===== src/rtl/aes_const.sv =====
// AES geometry constants shared across the round datapath.
package aes_const;
    localparam int Nb = 4;
endpackage


===== src/rtl/aes_wire.sv =====
// Shared types and GF(2^8) helpers for the AES column-mixing stage.
package aes_wire;
    typedef enum logic [1:0] {IDLE, BUSY, DONE} mixcol_fsm_t;

    localparam logic MIX_FWD = 1'b0;
    localparam logic MIX_INV = 1'b1;

    // One AES column, element r is row r.
    typedef logic [0:3][7:0] col_t;

    function automatic logic [7:0] xtime(input logic [7:0] x);
        return {x[6:0], 1'b0} ^ (x[7] ? 8'h1b : 8'h00);
    endfunction
endpackage


===== src/rtl/aes_mixcol_unit.sv =====
// Combinational MixColumns / InvMixColumns of a single column, built from xtime chains.
module aes_mixcol_unit
    import aes_wire::*;
(
    input  col_t col_in,
    input  logic mode,
    output col_t col_out
);

    logic [7:0] m2 [4];
    logic [7:0] m4 [4];
    logic [7:0] m8 [4];

    always_comb begin
        for (int i = 0; i < 4; i++) begin
            m2[i] = xtime(col_in[i]);
            m4[i] = xtime(m2[i]);
            m8[i] = xtime(m4[i]);
        end
    end

    // Row r combines bytes r, r+1, r+2, r+3 (mod 4) with the circulant coefficients.
    always_comb begin
        col_out = '0;
        for (int r = 0; r < 4; r++) begin
            logic [1:0] i0, i1, i2, i3;
            i0 = 2'(r);
            i1 = 2'(r + 1);
            i2 = 2'(r + 2);
            i3 = 2'(r + 3);
            if (mode == MIX_FWD) begin
                col_out[r] = m2[i0] ^ m2[i1] ^ col_in[i1] ^ col_in[i2] ^ col_in[i3];
            end else begin
                col_out[r] = (m8[i0] ^ m4[i0] ^ m2[i0])
                           ^ (m8[i1] ^ m2[i1] ^ col_in[i1])
                           ^ (m8[i2] ^ m4[i2] ^ col_in[i2])
                           ^ (m8[i3] ^ col_in[i3]);
            end
        end
    end

endmodule


===== src/rtl/aes_mixcol_iter.sv =====
// Iterative column-mixing engine: accepts a state, mixes COLS columns per cycle in place,
// then holds the result under valid/ready backpressure.
//   state | meaning
//   IDLE  | waiting for an input state
//   BUSY  | mixing column group col_idx
//   DONE  | result on State_out, waiting for out_ready
module aes_mixcol_iter
    import aes_const::*;
    import aes_wire::*;
#(
    parameter int COLS = 1
) (
    input  logic       clk,
    input  logic       rst,
    input  logic       in_valid,
    output logic       in_ready,
    input  logic       mode,
    input  logic [7:0] State_in  [0:4*Nb-1],
    output logic       out_valid,
    input  logic       out_ready,
    output logic [7:0] State_out [0:4*Nb-1]
);

    localparam int IW = $clog2(Nb) + 1;
    localparam logic [IW-1:0] LAST = IW'(Nb - COLS);

    if (!(COLS == 1 || COLS == 2 || COLS == 4) || (Nb % COLS) != 0) begin : g_bad_cols
        $error("aes_mixcol_iter: COLS must be 1, 2 or 4 and divide Nb");
    end

    mixcol_fsm_t     fsm_q, fsm_d;
    logic [IW-1:0]   col_idx_q, col_idx_d;
    logic            mode_q, mode_d;
    logic [7:0]      state_q [0:4*Nb-1];
    logic [7:0]      state_d [0:4*Nb-1];
    logic            accept;
    col_t            col_sel [COLS];
    col_t            col_mix [COLS];

    always_ff @(posedge clk) begin
        if (!rst) begin
            fsm_q     <= IDLE;
            col_idx_q <= '0;
            mode_q    <= MIX_FWD;
            for (int i = 0; i < 4*Nb; i++) state_q[i] <= '0;
        end else begin
            fsm_q     <= fsm_d;
            col_idx_q <= col_idx_d;
            mode_q    <= mode_d;
            for (int i = 0; i < 4*Nb; i++) state_q[i] <= state_d[i];
        end
    end

    always_comb begin
        fsm_d = fsm_q;
        case (fsm_q)
            IDLE:    if (accept) fsm_d = BUSY;
            BUSY:    if (col_idx_q == LAST) fsm_d = DONE;
            DONE:    if (out_ready) fsm_d = accept ? BUSY : IDLE;
            default: fsm_d = IDLE;
        endcase
    end

    // in_ready is held low while reset is asserted so nothing is taken on that edge.
    always_comb begin
        in_ready  = rst && ((fsm_q == IDLE) || (fsm_q == DONE && out_ready));
        out_valid = (fsm_q == DONE);
        accept    = in_valid && in_ready;
    end

    always_comb begin
        for (int g = 0; g < COLS; g++) begin
            col_sel[g] = '0;
            for (int c = 0; c < Nb; c++) begin
                if (col_idx_q + IW'(g) == IW'(c)) begin
                    for (int r = 0; r < 4; r++) col_sel[g][r] = state_q[4*c + r];
                end
            end
        end
    end

    for (genvar g = 0; g < COLS; g++) begin : g_unit
        aes_mixcol_unit u_mix (
            .col_in  (col_sel[g]),
            .mode    (mode_q),
            .col_out (col_mix[g])
        );
    end

    always_comb begin
        state_d   = state_q;
        col_idx_d = col_idx_q;
        mode_d    = mode_q;
        if (accept) begin
            state_d   = State_in;
            col_idx_d = '0;
            mode_d    = mode;
        end else if (fsm_q == BUSY) begin
            col_idx_d = col_idx_q + IW'(COLS);
            for (int g = 0; g < COLS; g++) begin
                for (int c = 0; c < Nb; c++) begin
                    if (col_idx_q + IW'(g) == IW'(c)) begin
                        for (int r = 0; r < 4; r++) state_d[4*c + r] = col_mix[g][r];
                    end
                end
            end
        end
    end

    assign State_out = state_q;

endmodule


===== config.mk =====
export PLATFORM = sky130hd
export DESIGN_NAME = aes_mixcol_iter
export DESIGN_NICKNAME = d
export VERILOG_FILES = /design/src/rtl/aes_const.sv /design/src/rtl/aes_wire.sv /design/src/rtl/aes_mixcol_unit.sv /design/src/rtl/aes_mixcol_iter.sv
export SDC_FILE = /design/constraint.sdc
export NUM_CORES = 1
export LEC_CHECK = 0
export BUFFER_PORTS_ARGS = -buffer_cell sky130_fd_sc_hd__buf_2
export CAP_MARGIN = 20
export CORE_MARGIN = 5
export CORE_UTILIZATION = 33
export DETAILED_ROUTE_END_ITERATION = 6
export SYNTH_ARGS = -nofsm -noshare
export SYNTH_HDL_FRONTEND = slang
export SYNTH_SLANG_ARGS = --single-unit

===== constraint.sdc =====
create_clock -name clk -period 9.2 [get_ports clk]
set_input_delay 0 -clock clk [delete_from_list [all_inputs] [get_ports clk]]
set_output_delay 0 -clock clk [all_outputs]
set_load 0.02 [all_outputs]

==> flow_summary.json <==
{
  "antenna_found_initial": 0,
  "syn_to_final_growth_pct": 36.8,
  "r2r-start": "col_idx_q[0]$_SDFFE_PP0P_",
  "pre_cts_slack_ns": 4.48,
  "ir_worst_vdd_v": 0.000139,
  "fin_setup_tns_ns": 0,
  "fin_crit_ns": 4.82,
  "drt_iter0_drc": 912,
  "cts_sinks": 134,
  "crit_arrival_ns": 5.13,
  "clk_pin_slew_ns": 0.06,
  "post-route-drc-count": 0,
  "ys_seq_area_share_pct": 28.8,
  "die-area_mm2": 0.0317,
  "syn-cell-area_mm2": 0.00933,
  "gp_congestion": 0.994,
  "core_mm2": 0.0279,
  "htree_levels": 4,
  "setup_ws_ns": 4.38,
  "worst-setup-path-type": "flop to flop",
  "cts_setup_buffers": 0,
  "critPathLaunchType": "flop",
  "worstPathRequired_ns": 9.51,
  "ys_types": 56,
  "cp_slowest_stage_delay_ns": 0.58,
  "port_buffers": 262,
  "maxCapViolations": 0,
  "end_kind": "flop",
  "clockRootBuffer": "clkbuf_16",
  "grt_use_total_pct": 24.6,
  "synthTopCellsByCount": "139 x xnor2_1, 137 x nand2_1, 134 x dfxtp_1",
  "path_cells": "inv_1, ha_2, buf_4, inv_2, o21ai_0, a2bb2oi_4, xnor2_4, xnor3_1, xnor2_2, xnor2_1, mux2i_1, xor2_1, o21ai_1, and2_1",
  "synth_top_area_share_pct": 28.8,
  "die-width_um": 178,
  "status": "finished, final reports clean",
  "synth_cells": 1096,
  "clock.fmax_mhz": 208,
  "cts_tree": "done",
  "setup_viol": 0,
  "post-route-period-util_pct": 52.4,
  "routedWlPerCell_um": 22.0,
  "path_max_fanout": 26,
  "clk_path_buf_depth": 2,
  "yosysWarnings": 0,
  "power.leakage_uw": 0.00531,
  "synth_top_area_cell": "dfxtp_1",
  "fin_skew_ns": 0.0132,
  "vias": 10012,
  "worst_slew_pin_slew_ns": 0.904,
  "syn_nets": 1234,
  "powerDensity_mw_per_mm2": 294,
  "hold_class": "input pin to flop",
  "synth-edff-count": 0,
  "grt_overflow": 0,
  "grt_pass1_wl_um": 59400,
  "nets": 1580,
  "hp-start": "in_valid",
  "hold_viol_final": 0,
  "initial_utilization_pct": 33.5,
  "slowest_stage": "xnor3_1",
  "synthArstFlopShare_pct": 0,
  "ant_nets": 0,
  "slew_headroom_pct": 39.8,
  "numCtsBuffers": 17,
  "clock_latency_ns": 0.42,
  "grt_pass1_vias": 9741,
  "rsz0062_at_grt": "no",
  "synth.most_common_cell": "xnor2_1",
  "num_antenna_cells": 0,
  "vias_per_cell": 5.46,
  "cp-startpoint": "col_idx_q[0]$_SDFFE_PP0P_",
  "num_rows": 61,
  "firstDrtPassIters": 5,
  "ys.flop_type": "dfxtp_1",
  "postRouteWirelength_um": 40400,
  "avgSynthCellArea_um2": 8.51,
  "synth_area_leaders": "dfxtp_1 29%, xnor2_1 13%, xor2_1 6.2%",
  "die_y_um": 178,
  "drv_slew": 0,
  "ys_seq_elements": 134,
  "dp_hpwl_um": 29500,
  "final_layout_size_suffix_gt1_share_pct": 25.6,
  "pin_count": 263,
  "grt_max_degree": 88
}
routing by layer:
metal / track usage [%] / vias to the layer above / part of all wire [%] / routed length (um)
met2: 39.0 / 621 / 45 / 18000
met5: 0 / - / 0 / 0
li1: - / 4573 / - / -
met4: 8.67 / 0 / 3.3 / 1330
met3: 5.17 / 94 / 9.5 / 3820
met1: 33.0 / 4724 / 43 / 17200
state kept, by name, summed over array words and instances, names as in the netlist:
name	count
fsm_q	2
State_out	128
col_idx_q	3
mode_q	1
timing repair:
item | in CTS | in global routing
hold endpoints to repair | 128 | 0
gates resized for setup | 0 | 0
hold buffers | 128 | 0
final cells by class:
cell class / instances / area (um^2)
fillers: 2689 / 15100
clock buffers: 21 / 450
inverters: 6 / 22.5
flip-flops and latches: 134 / 2680
multi-input cells: 871 / 6250
well taps: 378 / 473
clock inverters: 11 / 124
repair buffers: 412 / 2760
where the power goes:
| part | leakage [uW] | internal (uW) | switching (uW) |
|---|---|---|---|
| logic | 0.00394 | 962 | 1390 |
| registers | 0.00110 | 647 | 76.8 |
| clock network | 0.000274 | 407 | 276 |
cells by family after synthesis:
kind of cell | share of synthesized area, %
compound gates | 29.1
xor+xnor | 23.9
fa+ha+maj | 0.671
buf+inv | 4.47
flops | 28.8
mux | 1.01
simple gates | 12.1
path summary, 6_finish.rpt:
| kind | end | slack, ns | cells past startpoint |
|---|---|---|---|
| worst max register to register | State_out[27]$_SDFFE_PN0P_ | 4.38 | 14 |
| worst min register to register | State_out[79]$_SDFFE_PN0P_ | 0.49 | 2 |
| worst min-delay path | fsm_q[0]$_SDFFE_PN0P_ | 0.02 | 4 |
| worst max-delay path | State_out[27]$_SDFFE_PN0P_ | 4.38 | 14 |
cell usage in the layout, fill, tap and decap left out, types with 6 or more instances in the layout:
cell,count
dlygate4sd3_1,128
a2bb2oi_1,6
a221oi_2,8
o211a_1,6
o211ai_1,9
o21ai_0,83
dfxtp_1,134
a22oi_1,45
a32oi_1,6
nor2b_1,6
xnor2_2,12
a21boi_0,16
nand2b_1,15
nand3_1,7
a31oi_1,23
clkbuf_16,17
o221ai_1,13
buf_4,22
o21ai_1,24
and2_1,20
and3_1,12
a21oi_1,82
mux2i_1,6
nor2_1,39
nand3b_1,7
a22o_1,19
nand2_1,136
xor2_1,66
buf_2,261
xnor2_1,139
metrics by stage:
stage	hold WS (ns)	util, %	std cells	total power (uW)	area (um^2)
global route	0.0354	45.8	1833	3950	12800
CTS	0.0103	45.8	1833	3740	12800
global placement	0.221	39.1	1672	3020	10900
floorplan	0.119	-	1096	2400	9330
finish	0.0189	45.8	1833	3760	12800
detailed placement	0.218	39.2	1673	3000	10900
worst max-delay path: cells and delay by family, from the launching register on:
kind            cells  cell delay [ns]
xor+xnor            5             1.77
compound gates      3             0.93
buf+inv             3             0.77
fa+ha+maj           1             0.54
flops               1             0.35
mux                 1             0.18
simple gates        1             0.17
No activity file was read; power rests on OpenSTA's default activity.
